[config.mk]
export PLATFORM = sky130hd
export DESIGN_NAME = branch_pc_controller
export DESIGN_NICKNAME = d
export VERILOG_FILES = /design/src/rtl/branch_pkg.sv /design/src/rtl/branch_cond.sv /design/src/rtl/branch_pc_controller.sv
export SDC_FILE = /design/constraint.sdc
export NUM_CORES = 1
export LEC_CHECK = 0
export ABC_CLOCK_PERIOD_IN_PS = 2600
export CAP_MARGIN = 20
export CELL_PAD_IN_SITES_DETAIL_PLACEMENT = 1
export CELL_PAD_IN_SITES_GLOBAL_PLACEMENT = 1
export CORE_ASPECT_RATIO = 1.4
export CORE_UTILIZATION = 35
export CTS_CLUSTER_SIZE = 12
export DETAILED_ROUTE_END_ITERATION = 10
export DONT_BUFFER_PORTS = 1
export PLACE_DENSITY = 0.63
export SYNTH_ARGS = -nofsm -noshare
export SYNTH_HDL_FRONTEND = slang
export SYNTH_SLANG_ARGS = --single-unit
[constraint.sdc]
create_clock -name clk -period 2.6 [get_ports clk]
set_clock_uncertainty 0.1 [all_clocks]
set_input_delay 0.39 -clock clk [delete_from_list [all_inputs] [get_ports clk]]
set_output_delay 0.39 -clock clk [all_outputs]
set_load 0.05 [all_outputs]
[src/rtl/branch_pkg.sv]
// Shared encodings for the branch/PC controller: funct3 branch conditions,
// controller states, trap causes and the default reset PC.
package branch_pkg;

   localparam logic [2:0] F3_BEQ  = 3'd0;
   localparam logic [2:0] F3_BNE  = 3'd1;
   localparam logic [2:0] F3_BLT  = 3'd4;
   localparam logic [2:0] F3_BGE  = 3'd5;
   localparam logic [2:0] F3_BLTU = 3'd6;
   localparam logic [2:0] F3_BGEU = 3'd7;

   typedef enum logic [1:0] {
      IDLE   = 2'd0,
      EVAL   = 2'd1,
      COMMIT = 2'd2,
      TRAP   = 2'd3
   } state_e;

   typedef enum logic [1:0] {
      CAUSE_NONE       = 2'd0,
      CAUSE_MISALIGNED = 2'd1,
      CAUSE_ILLEGAL    = 2'd2
   } trap_cause_e;

   localparam logic [31:0] DEFAULT_RESET_PC = 32'h0000_0000;

endpackage

[src/rtl/branch_cond.sv]
// Combinational RV32I conditional-branch resolver: funct3, a, b -> taken, illegal.
// Unused funct3 encodings resolve to not-taken with illegal set.
module branch_cond
   import branch_pkg::*;
(
   input  logic [2:0]  funct3,
   input  logic [31:0] a,
   input  logic [31:0] b,
   output logic        taken,
   output logic        illegal
);

   // NOTE: every output gets a default before the case so no latch is inferred.
   always_comb begin
      taken   = 1'b0;
      illegal = 1'b0;
      case (funct3)
         F3_BEQ:  taken = (a == b);
         F3_BNE:  taken = (a != b);
         F3_BLT:  taken = ($signed(a) <  $signed(b));
         F3_BGE:  taken = ($signed(a) >= $signed(b));
         F3_BLTU: taken = (a <  b);
         F3_BGEU: taken = (a >= b);
         default: illegal = 1'b1;
      endcase
   end

endmodule

[src/rtl/branch_pc_controller.sv]
// Architectural PC owner: IDLE -> EVAL -> COMMIT/TRAP per instruction.
// Optional branch statistics counters are built when BRANCH_STATS_EN is defined.
module branch_pc_controller
   import branch_pkg::*;
#(
   parameter int                XLEN     = 32,
   parameter logic [XLEN-1:0]   RESET_PC = DEFAULT_RESET_PC
) (
   input  logic            clk,
   input  logic            reset_n,
   input  logic            dec_valid,
   output logic            dec_ready,
   input  logic            dec_is_branch,
   input  logic [2:0]      dec_funct3,
   input  logic [XLEN-1:0] dec_rs1_val,
   input  logic [XLEN-1:0] dec_rs2_val,
   input  logic [XLEN-1:0] dec_imm,
   output logic [XLEN-1:0] pc,
   output logic            flush,
   output logic            retire,
   output logic            trap,
   output logic [1:0]      trap_cause
`ifdef BRANCH_STATS_EN
   ,
   output logic [31:0]     taken_count,
   output logic [31:0]     not_taken_count
`endif
);

   localparam logic [XLEN-1:0] IMM_MASK = {{(XLEN-1){1'b1}}, 1'b0};
   localparam logic [XLEN-1:0] INSN_BYTES = XLEN'(4);

   state_e            state_q, state_d;
   logic [XLEN-1:0]   pc_q, pc_d;
   logic              is_branch_q, is_branch_d;
   logic [2:0]        funct3_q, funct3_d;
   logic [XLEN-1:0]   rs1_q, rs1_d, rs2_q, rs2_d, imm_q, imm_d;
   logic              taken_q, taken_d;
   logic [XLEN-1:0]   target_q, target_d, seq_q, seq_d;
   trap_cause_e       cause_q, cause_d;

   logic              cond_taken, cond_illegal;
   logic [XLEN-1:0]   eval_target;

   branch_cond u_cond (
      .funct3  (funct3_q),
      .a       (rs1_q),
      .b       (rs2_q),
      .taken   (cond_taken),
      .illegal (cond_illegal)
   );

   // Ready is forced low while reset is held, not just after the first edge.
   assign dec_ready  = (state_q == IDLE) && reset_n;
   assign pc         = pc_q;
   assign retire     = (state_q == COMMIT);
   assign flush      = (state_q == COMMIT) && taken_q;
   assign trap       = (state_q == TRAP);
   assign trap_cause = (state_q == TRAP) ? cause_q : CAUSE_NONE;

   assign eval_target = pc_q + (imm_q & IMM_MASK);

   always_comb begin
      state_d     = state_q;
      pc_d        = pc_q;
      is_branch_d = is_branch_q;
      funct3_d    = funct3_q;
      rs1_d       = rs1_q;
      rs2_d       = rs2_q;
      imm_d       = imm_q;
      taken_d     = taken_q;
      target_d    = target_q;
      seq_d       = seq_q;
      cause_d     = cause_q;
      case (state_q)
         IDLE: begin
            if (dec_valid && dec_ready) begin
               is_branch_d = dec_is_branch;
               funct3_d    = dec_funct3;
               rs1_d       = dec_rs1_val;
               rs2_d       = dec_rs2_val;
               imm_d       = dec_imm;
               state_d     = EVAL;
            end
         end
         EVAL: begin
            taken_d  = is_branch_q && cond_taken;
            target_d = eval_target;
            seq_d    = pc_q + INSN_BYTES;
            cause_d  = CAUSE_NONE;
            state_d  = COMMIT;
            if (is_branch_q && cond_illegal) begin
               cause_d = CAUSE_ILLEGAL;
               state_d = TRAP;
            end else if (is_branch_q && cond_taken && eval_target[1]) begin
               cause_d = CAUSE_MISALIGNED;
               state_d = TRAP;
            end
         end
         COMMIT: begin
            pc_d    = taken_q ? target_q : seq_q;
            state_d = IDLE;
         end
         TRAP: begin
            state_d = IDLE;
         end
         default: state_d = IDLE;
      endcase
   end

   // NOTE: sequential state uses non-blocking assignments so every flop samples pre-edge values.
   always_ff @(posedge clk or negedge reset_n) begin
      if (!reset_n) begin
         state_q     <= IDLE;
         pc_q        <= RESET_PC;
         is_branch_q <= 1'b0;
         funct3_q    <= 3'd0;
         rs1_q       <= '0;
         rs2_q       <= '0;
         imm_q       <= '0;
         taken_q     <= 1'b0;
         target_q    <= '0;
         seq_q       <= '0;
         cause_q     <= CAUSE_NONE;
      end else begin
         state_q     <= state_d;
         pc_q        <= pc_d;
         is_branch_q <= is_branch_d;
         funct3_q    <= funct3_d;
         rs1_q       <= rs1_d;
         rs2_q       <= rs2_d;
         imm_q       <= imm_d;
         taken_q     <= taken_d;
         target_q    <= target_d;
         seq_q       <= seq_d;
         cause_q     <= cause_d;
      end
   end

`ifdef BRANCH_STATS_EN
   logic [31:0] taken_count_q, taken_count_d;
   logic [31:0] not_taken_count_q, not_taken_count_d;

   // Only committed branches count; trapped instructions never reach COMMIT.
   always_comb begin
      taken_count_d     = taken_count_q;
      not_taken_count_d = not_taken_count_q;
      if (state_q == COMMIT && is_branch_q) begin
         if (taken_q) begin
            if (taken_count_q != '1) taken_count_d = taken_count_q + 32'd1;
         end else begin
            if (not_taken_count_q != '1) not_taken_count_d = not_taken_count_q + 32'd1;
         end
      end
   end

   always_ff @(posedge clk or negedge reset_n) begin
      if (!reset_n) begin
         taken_count_q     <= '0;
         not_taken_count_q <= '0;
      end else begin
         taken_count_q     <= taken_count_d;
         not_taken_count_q <= not_taken_count_d;
      end
   end

   assign taken_count     = taken_count_q;
   assign not_taken_count = not_taken_count_q;
`endif

endmodule

==> metrics.cfg <==
[status]
status = finished, violations left
failed_checks = hold timing, setup timing

[power]
p_per_area_nw_per_um2 = 1160
peakVddDrop_uv = 521
p_total_uw = 16000
cellLeakagePower_uw = 0.00593

[cts]
clock_path_buffers = 2
cts_tree = built
cts-root-buf = clkbuf_16
clock_latency_ns = 0.46
cts_buffers = 17
cts_num_sinks = 199
clk_pin_slew_ns = 0.08
htreeDepth = 4
ctsHoldBuffers = 99

[yosys]
synth_warnings = 0
syn_inst = 1050
synth_seq_area_share_pct = 47.0
synth_edf_count = 0
synth.cell_area_sq_um = 10600
synth_area_per_cell_sq_um = 10.1
synth_nets = 1217
yosysUniqueCellTypes = 75
synth-async-reset-ratio_pct = 100
synth_seq_cells = 199
synth_ff_type = dfrtp_1

[place]
io_buffers = 0
place.gp.congestion = 0.775
placed_area_sq_um = 11700
dp_hpwl_um = 19900

[route]
dr_total_vias = 8328
drtIter0Drc = 275
dr.pass1.iters = 4
wire_per_inst_um = 17.9
drtAntennaViolNets = 0
totalWireLength_um = 29000
drc = 0
vias_per_cell = 5.13

[flow_run]
maxCapViolCount = 0

[worst_setup_path]
cpPeakStageDelay_ns = 0.38
start_kind = register
rr_endpoint = target_q[27]$_DFFE_PN0N_
path_cells = ha_4 > inv_2 > fa_2 > nor2b_2 > o31a_2 > o211ai_4 > a211o_1 > and4b_4 > o31ai_4 > xor2_1 > mux2_4
reg2reg_depth = 11
crit_family = compound AO/OA/AOI/OAI gates
path_buf_inv = 1
worstReg2RegStart = imm_q[1]$_DFFE_PN0P_
crit_fanout = 3
critPathRequiredTime_ns = 2.84
crit_slowest_cell = dfrtp_1
arrival_ns = 2.92
rrSetupSlack_ns = -0.08
end_kind = register
critPathKind = reg -> reg

[timing]
finalWorstSetupSlack_ns = -0.0777
layout_min_cycle_time_ns = 2.68
setup_tns_ns = -0.247
rsz0062_at_grt = yes
max_freq_mhz = 373
finalHoldViolCount = 199
relSlewSlack_pct = 57.3
fin_crit_sh_pct = 103
slew_violations = 0
worst_slew_pin_slew_ns = 0.641
setup_violations = 6
hold_slack_ns = -0.464

[cells_and_area]
postLayoutCellArea_sq_um = 13700
drive_gt1_share_pct = 24.2
nNetsFinal = 1392
fin_util_pct = 46.0
area_delta_synth_final_pct = 29.5

[grt]
gr-total-overflow = 0
grt_pass1_wl_um = 47600
grt_max_degree = 201
grt_pass1_vias = 9229
grt.total_usage_pct = 19.8
grt_antenna_before_repair = 1

[floorplan]
initial_core_util_pct = 35.5
coreArea_sq_um = 29800
top_level_ports = 141
dieArea_sq_um = 31000
die_x_um = 149
dieHeight_um = 208
rows = 75

[worst_hold_path]
min_path_type = in -> async

==> worst max-delay path by stage <==
| stage | startpoint | end | slack, ns | cells past startpoint |
|---|---|---|---|---|
| 6_report | imm_q[1]$_DFFE_PN0P_ | target_q[27]$_DFFE_PN0N_ | -0.08 | 11 |
| 5_1_grt | imm_q[1]$_DFFE_PN0P_ | target_q[31]$_DFFE_PN0N_ | -0.21 | 11 |
| 4_1_cts | imm_q[1]$_DFFE_PN0P_ | target_q[27]$_DFFE_PN0N_ | -0.18 | 11 |
| 3_5_place_dp | rs1_q[25]$_DFFE_PN0P_ | state_q[0]$_DFFE_PN0P_ | -0.25 | 10 |
| 3_3_place_gp | rs1_q[25]$_DFFE_PN0P_ | state_q[0]$_DFFE_PN0P_ | -0.19 | 10 |
| 2_1_floorplan | pc[1]$_DFFE_PN0P_ | target_q[27]$_DFFE_PN0N_ | -0.14 | 11 |
==> cell type report <==
type	instances	area [sq um]
Antenna cell	1	2.50
Clock buffer	17	425
Clock inverter	15	160
Fill cell	3295	16100
Inverter	52	195
Multi-Input combinational cell	751	5600
Sequential cell	199	5000
Tap cell	385	482
Timing Repair Buffer	204	1860
==> metal layers <==
layer  up-vias  GRT usage (%)  wire length, um  part of all wire [%]
met2       128           36.6            15900                    55
met1      4131           21.8            11300                    39
met4         0           7.60              661                   2.3
li1       4038              -                -                     -
met5         -              0                0                     0
met3        31           3.86             1060                   3.6
==> Yosys cell counts, types with 4 or more instances <==
| library cell | number | area share [%] |
|---|---|---|
| mux2_2 | 66 | 7.0 |
| or3_1 | 7 | 0.41 |
| o21bai_1 | 4 | 0.28 |
| nand4_1 | 15 | 0.89 |
| ha_1 | 63 | 7.4 |
| buf_1 | 5 | 0.18 |
| and3_1 | 7 | 0.41 |
| and4_1 | 4 | 0.33 |
| a31oi_1 | 6 | 0.35 |
| nand2_1 | 170 | 6.0 |
| o21a_1 | 4 | 0.28 |
| nor2_1 | 28 | 0.99 |
| and2_1 | 6 | 0.35 |
| or2_2 | 4 | 0.24 |
| o31ai_1 | 11 | 0.78 |
| inv_1 | 52 | 1.8 |
| a21oi_1 | 32 | 1.5 |
| a211oi_1 | 5 | 0.35 |
| xor2_1 | 21 | 1.7 |
| dfrtp_1 | 199 | 47 |
| clkbuf_1 | 36 | 1.3 |
| o21ai_1 | 13 | 0.61 |
| o21ai_0 | 116 | 5.5 |
| a21o_1 | 19 | 1.3 |
| nor3_1 | 14 | 0.66 |
| nand2b_1 | 6 | 0.35 |
| o211ai_1 | 4 | 0.28 |
| mux2i_1 | 31 | 2.9 |
| nand3_1 | 18 | 0.85 |
| xnor2_1 | 24 | 2.0 |
==> worst register-to-register path: stages (launching register included) <==
cell      delay, ns
dfrtp_1        0.38
ha_4           0.15
inv_2          0.04
fa_2           0.36
nor2b_2        0.13
o31a_2         0.19
o211ai_4       0.10
a211o_1        0.31
and4b_4        0.21
o31ai_4        0.23
xor2_1         0.10
mux2_4         0.27
==> what timing repair did <==
action                                  4_1_cts  5_1_grt
pin swaps                                    27       28
hold endpoints to repair                    298      199
endpoints found under the setup margin       12       21
resized for setup                            17       48
setup buffers                                 6        5
==> per-stage QoR <==
stage	hold slack (ns)	cells	setup WS, ns
after CTS	-0.504	1618	-0.176
after global routing	-0.492	1624	-0.209
final	-0.464	1624	-0.0777
after floorplan	-0.00559	1050	-0.144
after global placement	0.00621	1481	-0.193
after detailed placement	0.00653	1481	-0.249
==> placed cells by master (no fill, tap or decap), types with 21 or more instances in the layout <==
cell type,n
dfrtp_1,184
mux2_2,65
xor2_1,21
a21oi_1,24
inv_1,49
o21ai_0,111
mux2i_1,31
nor2_1,27
xnor2_1,24
buf_4,95
dlygate4sd3_1,99
ha_1,49
nand2_1,170
==> logic make-up after synthesis <==
family,Yosys count,share of synthesized area (%)
xor gates and xnor gates,45,3.72
and+or+nand+nor,301,13.6
muxes,98,10.1
adders and majority gates,64,7.63
buffers and inverters,100,3.85
AOI/OAI and AO/OA,243,14.1
DFF,199,47.0
==> flip-flops by register name, indices dropped and copies added (netlist names) <==
register,flops
funct3_q,3
imm_q,31
state_q,2
rs2_q,32
is_branch_q,1
rs1_q,32
seq_q,31
cause_q,2
target_q,32
pc,32
taken_q,1
==> power by group <==
part / switching, uW / leakage [uW] / total [uW] / internal (uW)
registers: 937 / 0.00248 / 5310 / 4380
logic: 4270 / 0.00317 / 7920 / 3650
clock network: 1360 / 0.000285 / 2720 / 1370
Power figures use the tool's default switching activity.
